## config.mk

```make
export PLATFORM = sky130hd
export DESIGN_NAME = mpu6050_i2c_responder
export DESIGN_NICKNAME = d
export VERILOG_FILES = /design/src/rtl/mpu6050_pkg.sv /design/src/rtl/i2c_bus_sync.sv /design/src/rtl/mpu6050_i2c_responder.sv
export SDC_FILE = /design/constraint.sdc
export NUM_CORES = 1
export LEC_CHECK = 0
export CAP_MARGIN = 20
export CORE_MARGIN = 2
export CORE_UTILIZATION = 35
export CTS_BUF_LIST = sky130_fd_sc_hd__clkbuf_8
export DETAILED_ROUTE_END_ITERATION = 6
export DONT_BUFFER_PORTS = 1
export PLACE_DENSITY = 0.6
export SYNTH_ARGS = -nofsm -noshare
export SYNTH_HDL_FRONTEND = slang
export SYNTH_SLANG_ARGS = --single-unit
```

## constraint.sdc

```tcl
create_clock -name clk -period 3.25 [get_ports clk]
set_input_delay 0.975 -clock clk [delete_from_list [all_inputs] [get_ports clk]]
set_output_delay 0.975 -clock clk [all_outputs]
set_load 0.005 [all_outputs]
```

## src/rtl/mpu6050_pkg.sv

```systemverilog
// Shared MPU-6050 definitions: bus address, register map, FSM states.
// Used by the responder and the matching controller.
package mpu6050_pkg;

    localparam logic [6:0] DEV_ADDR_DEFAULT = 7'h68;

    localparam logic [7:0] ACCEL_XOUT_H = 8'h3B;
    localparam logic [7:0] ACCEL_XOUT_L = 8'h3C;
    localparam logic [7:0] ACCEL_YOUT_H = 8'h3D;
    localparam logic [7:0] ACCEL_YOUT_L = 8'h3E;
    localparam logic [7:0] ACCEL_ZOUT_H = 8'h3F;
    localparam logic [7:0] ACCEL_ZOUT_L = 8'h40;
    localparam logic [7:0] PWR_MGMT_1   = 8'h6B;
    localparam logic [7:0] WHO_AM_I     = 8'h75;

    typedef enum logic [3:0] {
        ST_IDLE,
        ST_ADDR,
        ST_ACK_A,
        ST_REG,
        ST_ACK_R,
        ST_WDATA,
        ST_ACK_W,
        ST_TX,
        ST_IGNORE
    } i2c_state_t;

endpackage

```

## src/rtl/i2c_bus_sync.sv

```systemverilog
// I2C pad conditioning: 2-FF synchronizers, one history stage,
// SCL edge strobes and START/STOP detection.
module i2c_bus_sync (
    input  logic clk,
    input  logic reset,
    input  logic scl_in,
    input  logic sda_in,
    output logic scl_rise,
    output logic scl_fall,
    output logic sda_s,
    output logic start_det,
    output logic stop_det
);

    logic [1:0] scl_ff;
    logic [1:0] sda_ff;
    logic       scl_q;
    logic       sda_q;
    logic       scl_s;

    // Synchronize both lines; reset to the idle (released-high) bus level.
    always_ff @(posedge clk) begin
        if (reset) begin
            scl_ff <= 2'b11;
            sda_ff <= 2'b11;
            scl_q  <= 1'b1;
            sda_q  <= 1'b1;
        end else begin
            scl_ff <= {scl_ff[0], scl_in};
            sda_ff <= {sda_ff[0], sda_in};
            scl_q  <= scl_ff[1];
            sda_q  <= sda_ff[1];
        end
    end

    assign scl_s     = scl_ff[1];
    assign sda_s     = sda_ff[1];
    assign scl_rise  = scl_s & ~scl_q;
    assign scl_fall  = ~scl_s & scl_q;
    assign start_det = scl_s & scl_q & sda_q & ~sda_s;
    assign stop_det  = scl_s & scl_q & ~sda_q & sda_s;

endmodule

```

## src/rtl/mpu6050_i2c_responder.sv

```systemverilog
// I2C target emulating the MPU-6050 accel/WHO_AM_I/PWR_MGMT_1 subset.
// SDA is open-drain: sda_oe=1 pulls the line low.
module mpu6050_i2c_responder
    import mpu6050_pkg::*;
#(
    parameter logic [6:0] DEV_ADDR     = DEV_ADDR_DEFAULT,
    parameter logic [7:0] WHO_AM_I_VAL = 8'h68,
    parameter logic [7:0] PWR_RST      = 8'h40
) (
    input  logic        clk,
    input  logic        reset,
    input  logic        scl_in,
    input  logic        sda_in,
    output logic        sda_oe,
    input  logic [15:0] accel_x,
    input  logic [15:0] accel_y,
    input  logic [15:0] accel_z,
    output logic [7:0]  pwr_mgmt_1,
    output logic        wr_strobe,
    output logic [7:0]  wr_addr,
    output logic [7:0]  wr_data,
    output logic        busy
);

    logic scl_rise;
    logic scl_fall;
    logic sda_s;
    logic start_det;
    logic stop_det;

    i2c_bus_sync u_sync (
        .clk       (clk),
        .reset     (reset),
        .scl_in    (scl_in),
        .sda_in    (sda_in),
        .scl_rise  (scl_rise),
        .scl_fall  (scl_fall),
        .sda_s     (sda_s),
        .start_det (start_det),
        .stop_det  (stop_det)
    );

    i2c_state_t  state, state_d;
    logic [3:0]  cnt, cnt_d;
    logic [7:0]  sh, sh_d;
    logic [7:0]  reg_ptr, reg_ptr_d;
    logic [47:0] shadow, shadow_d;
    logic        rw, rw_d;
    logic        oe_d;
    logic [7:0]  pwr_d;
    logic        strb_d;
    logic [7:0]  waddr_d;
    logic [7:0]  wdata_d;
    logic        busy_d;
    logic [7:0]  rd_byte;
    logic [2:0]  bit_idx;
    logic [7:0]  sh_next;

    // Register-map read mux, served from the burst snapshot.
    always_comb begin
        rd_byte = 8'h00;
        unique case (reg_ptr)
            ACCEL_XOUT_H: rd_byte = shadow[47:40];
            ACCEL_XOUT_L: rd_byte = shadow[39:32];
            ACCEL_YOUT_H: rd_byte = shadow[31:24];
            ACCEL_YOUT_L: rd_byte = shadow[23:16];
            ACCEL_ZOUT_H: rd_byte = shadow[15:8];
            ACCEL_ZOUT_L: rd_byte = shadow[7:0];
            PWR_MGMT_1:   rd_byte = pwr_mgmt_1;
            WHO_AM_I:     rd_byte = WHO_AM_I_VAL;
            default:      rd_byte = 8'h00;
        endcase
    end

    assign bit_idx = ~cnt[2:0];
    assign sh_next = {sh[6:0], sda_s};

    // State and datapath registers.
    always_ff @(posedge clk) begin
        if (reset) begin
            state      <= ST_IDLE;
            cnt        <= 4'd0;
            sh         <= 8'h00;
            reg_ptr    <= 8'h00;
            shadow     <= 48'h0;
            rw         <= 1'b0;
            sda_oe     <= 1'b0;
            pwr_mgmt_1 <= PWR_RST;
            wr_strobe  <= 1'b0;
            wr_addr    <= 8'h00;
            wr_data    <= 8'h00;
            busy       <= 1'b0;
        end else begin
            state      <= state_d;
            cnt        <= cnt_d;
            sh         <= sh_d;
            reg_ptr    <= reg_ptr_d;
            shadow     <= shadow_d;
            rw         <= rw_d;
            sda_oe     <= oe_d;
            pwr_mgmt_1 <= pwr_d;
            wr_strobe  <= strb_d;
            wr_addr    <= waddr_d;
            wr_data    <= wdata_d;
            busy       <= busy_d;
        end
    end

    // Bus protocol: bits taken on SCL rise, SDA drive changed on SCL fall.
    always_comb begin
        state_d   = state;
        cnt_d     = cnt;
        sh_d      = sh;
        reg_ptr_d = reg_ptr;
        shadow_d  = shadow;
        rw_d      = rw;
        oe_d      = sda_oe;
        pwr_d     = pwr_mgmt_1;
        strb_d    = 1'b0;
        waddr_d   = wr_addr;
        wdata_d   = wr_data;
        busy_d    = busy;
        if (start_det) begin
            state_d = ST_ADDR;
            cnt_d   = 4'd0;
            oe_d    = 1'b0;
        end else if (stop_det) begin
            state_d = ST_IDLE;
            oe_d    = 1'b0;
            busy_d  = 1'b0;
        end else begin
            unique case (state)
                ST_ADDR: begin
                    if (scl_rise) begin
                        sh_d  = sh_next;
                        cnt_d = cnt + 4'd1;
                        if (cnt == 4'd7) begin
                            if (sh[6:0] == DEV_ADDR) begin
                                state_d = ST_ACK_A;
                                rw_d    = sda_s;
                                busy_d  = 1'b1;
                            end else begin
                                state_d = ST_IGNORE;
                            end
                        end
                    end
                end
                ST_ACK_A: begin
                    if (scl_fall) oe_d = 1'b1;
                    if (scl_rise) begin
                        cnt_d = 4'd0;
                        if (rw) begin
                            shadow_d = {accel_x, accel_y, accel_z};
                            state_d  = ST_TX;
                        end else begin
                            state_d  = ST_REG;
                        end
                    end
                end
                ST_REG: begin
                    if (scl_fall) oe_d = 1'b0;
                    if (scl_rise) begin
                        sh_d  = sh_next;
                        cnt_d = cnt + 4'd1;
                        if (cnt == 4'd7) begin
                            reg_ptr_d = sh_next;
                            state_d   = ST_ACK_R;
                        end
                    end
                end
                ST_ACK_R: begin
                    if (scl_fall) oe_d = 1'b1;
                    if (scl_rise) begin
                        cnt_d   = 4'd0;
                        state_d = ST_WDATA;
                    end
                end
                ST_WDATA: begin
                    if (scl_fall) oe_d = 1'b0;
                    if (scl_rise) begin
                        sh_d  = sh_next;
                        cnt_d = cnt + 4'd1;
                        if (cnt == 4'd7) state_d = ST_ACK_W;
                    end
                end
                ST_ACK_W: begin
                    if (scl_fall) oe_d = 1'b1;
                    if (scl_rise) begin
                        strb_d    = 1'b1;
                        waddr_d   = reg_ptr;
                        wdata_d   = sh;
                        if (reg_ptr == PWR_MGMT_1) pwr_d = sh;
                        reg_ptr_d = reg_ptr + 8'd1;
                        cnt_d     = 4'd0;
                        state_d   = ST_WDATA;
                    end
                end
                ST_TX: begin
                    if (scl_fall) begin
                        if (cnt < 4'd8) oe_d = ~rd_byte[bit_idx];
                        else            oe_d = 1'b0;
                    end
                    if (scl_rise) begin
                        if (cnt < 4'd8) begin
                            cnt_d = cnt + 4'd1;
                        end else if (!sda_s) begin
                            reg_ptr_d = reg_ptr + 8'd1;
                            cnt_d     = 4'd0;
                        end else begin
                            state_d = ST_IGNORE;
                        end
                    end
                end
                ST_IGNORE: oe_d = 1'b0;
                default:   oe_d = 1'b0;
            endcase
        end
    end

endmodule

```

==> impl_metrics.env <==
export IMPL_die_area_um2=14700
export IMPL_setup_viol_count_final=0
export IMPL_initial_core_util_pct=36.0
export IMPL_cts_tree="built"
export IMPL_synth_edff_count=0
export IMPL_crit_chain="ha_1 > and3b_1 > and2_1 > and2_1 > nor2b_1 > a211o_1"
export IMPL_cts_made_buffers=9
export IMPL_status="finished, final reports clean"
export IMPL_grt_max_degree=99
export IMPL_swShare_pct=22.1
export IMPL_synth_most_common_cell="nand2_1"
export IMPL_place_area_um2=4850
export IMPL_clock_latency_ns=0.38
export IMPL_n_antenna_cell=0
export IMPL_yosys_top_cells_count="134 x nand2_1, 106 x dfxtp_1, 70 x a21oi_1"
export IMPL_slew_violations=0
export IMPL_syn_to_final_growth_pct=5.23
export IMPL_cts_clk_slew_worst_paths_ns=0.10
export IMPL_r2r_slack_ns=0.69
export IMPL_nets=611
export IMPL_dpl_hpwl_um=9060
export IMPL_cp_common_cell="and2_1"
export IMPL_max_stage_delay_ns=0.49
export IMPL_numPortBuffers=0
export IMPL_cts_buffer_depth=2
export IMPL_switchingPower_uw=481
export IMPL_layout_drive_gt1_share_pct=5.56
export IMPL_hold_buffers=0
export IMPL_final_hold_violation_count=0
export IMPL_drv_cap=0
export IMPL_cp_max_fo=13
export IMPL_htree_levels=3
export IMPL_drc=0
export IMPL_ir_worst_vdd_mv=0.247
export IMPL_drtIter0Drc=345
export IMPL_relSlewSlack_pct=35.6
export IMPL_grt_pass1_wl_um=20300
export IMPL_fin_crit_ns=2.56
export IMPL_grt_pass1_vias=3826
export IMPL_path_class="flip-flop to flip-flop"
export IMPL_yosys_warnings=0
export IMPL_synth_nets=644
export IMPL_first_pass_iters=6
export IMPL_core_area_um2=13300
export IMPL_fp_dieH_um=121
export IMPL_cellPowerDensity_nw_per_um2=430
export IMPL_yosys_top_cells_area="dfxtp_1 44%, nand2_1 10%, a21oi_1 7.3%"
export IMPL_start_kind="flip-flop"
export IMPL_p_comb_share_pct=0.8
export IMPL_tightest_slew_ns=0.964
export IMPL_synth_main_ff_cell="dfxtp_1"
export IMPL_p_leak_nw=1.53
export IMPL_internal_power_mw=1.70
export IMPL_vias=4072
export IMPL_syn_avg_cell_area_um2=8.21
export IMPL_slowest_stage="ha_1"
export IMPL_crit_required_ns=3.52
export IMPL_fin_area_um2=5060
export IMPL_fin_crit_sh_pct=78.8
export IMPL_grt_overflow=0
export IMPL_antenna_left=0
export IMPL_cts_repair_resized=0
export IMPL_grt_usage_pct=17.6
export IMPL_rsz0062_at_grt="false"
export IMPL_post_cts_setup_buffer_count=0
export IMPL_vias_per_cell=5.55
export IMPL_hold_class="flip-flop to flip-flop"
export IMPL_synth_cell_type_count=64
export IMPL_clock_fmax_ghz=0.390
export IMPL_wl_per_cell_um=17.2
export IMPL_crit_path_end_kind="flip-flop"
export IMPL_antenna_found_initial=0
export IMPL_power_frac_seq_pct=60.1
export IMPL_setup_tns_ns=0
export IMPL_grt_busiest_layer="met2"
export IMPL_place_gp_congestion=0.881
export IMPL_drt_wl_total_um=12600
export IMPL_io_pins=79
export IMPL_netlist_instances=586
export IMPL_synth_area_um2=4810
export IMPL_grtUsageMet3_pct=4.42
export IMPL_synth_top_area_cell="dfxtp_1"
export IMPL_ys_async_sr_fraction_pct=0
export IMPL_gr_usage_met2_pct=28.2
export IMPL_synth_seq_cells=106
export IMPL_ys_seq_area_share_pct=44.1
export IMPL_fp_dieW_um=121
export IMPL_synth_top_area_share_pct=44.1
export IMPL_cts_root_buf="clkbuf_8"
export IMPL_clock_power_share_pct=39.1
export IMPL_numClockSinks=106
export IMPL_use_met1_pct=23.9
export IMPL_cp_arrival_ns=2.83
export IMPL_final_setup_skew_ns=0.0113
export IMPL_rows=42
==> registers in the layout, indices dropped and copies added, names as in the netlist <==
register / flops
busy: 1
cnt: 4
pwr_mgmt_1: 8
reg_ptr: 8
rw: 1
sda_oe: 1
sh: 8
shadow: 48
state: 4
u_sync.scl_ff: 2
u_sync.scl_q: 1
u_sync.sda_ff: 2
u_sync.sda_q: 1
wr_addr: 8
wr_data: 8
wr_strobe: 1
==> power by group through the flow <==
stage	clock network, mW	logic [mW]	registers [mW]
final	0.852	0.0171	1.31
after global routing	0.938	0.0189	1.31
after CTS	0.886	0.0169	1.31
after detailed placement	0	0.0167	1.34
after global placement	0	0.0163	1.34
after floorplan	0	0.0341	1.33
==> path summary, 6_finish.rpt <==
kind | cells past startpoint | startpoint | end
setup / recovery | 6 | reg_ptr[1] | pwr_mgmt_1[6]
hold / removal | 1 | u_sync.sda_ff[0] | u_sync.sda_ff[1]
setup reg to reg | 6 | reg_ptr[1] | pwr_mgmt_1[6]
hold reg to reg | 1 | u_sync.sda_ff[0] | u_sync.sda_ff[1]
==> cells in the final DEF, fill, tap and decap left out, drive strengths merged, types with 7 or more instances in the layout <==
cell type  Yosys  layout
inv            6       9
nor3           9       9
clkbuf        38      10
a21oi         70      70
dfxtp        106     106
mux2i         29      29
nand3         15      15
nor2          41      41
a22oi         14      14
o21ai         10      10
or2            7       7
nand2        134     134
a211oi        12      12
==> kinds of logic (layout without fill, tap and decap cells) <==
family,Yosys count,in the layout,share of synthesized area (%)
and+or+nand+nor,248,248,24.1
DFF,106,106,44.1
muxes,29,29,6.04
buffers and inverters,53,25,4.81
adders and majority gates,6,6,1.56
AOI/OAI and AO/OA,144,144,19.4
==> per-stage QoR <==
stage	power, mW	setup WS, ns	hold slack (ns)	util, %	instances
6_report	2.18	0.688	0.411	37.9	734
3_3_place_gp	1.36	0.808	0.392	36.3	718
5_1_grt	2.27	0.465	0.434	37.9	734
2_1_floorplan	1.37	0.800	0.389	-	586
3_5_place_dp	1.36	0.748	0.397	36.3	718
4_1_cts	2.21	0.749	0.418	37.9	734
==> area by class of cell <==
| type | instances | area [um^2] |
|---|---|---|
| repair buffers | 3 | 22.5 |
| well taps | 176 | 220 |
| multi-input cells | 427 | 2460 |
| clock buffers | 10 | 138 |
| clock inverters | 6 | 72.6 |
| flip-flops and latches | 106 | 2120 |
| fillers | 1403 | 8290 |
| inverters | 6 | 22.5 |
==> critical path: cells and delay by family (launching register included) <==
kind / cells / cell delay [ns]
AO/OA/AOI/OAI: 1 / 0.27
adder cells (fa/ha/maj): 1 / 0.49
flip-flops: 1 / 0.45
AND/OR/NAND/NOR: 4 / 1.23
==> routing by layer <==
metal	vias to the layer above	part of all wire [%]
met3	15	7.0
li1	1993	-
met4	0	1.5
met5	-	0
met1	1917	45
met2	147	46
Power figures use the tool's default switching activity.
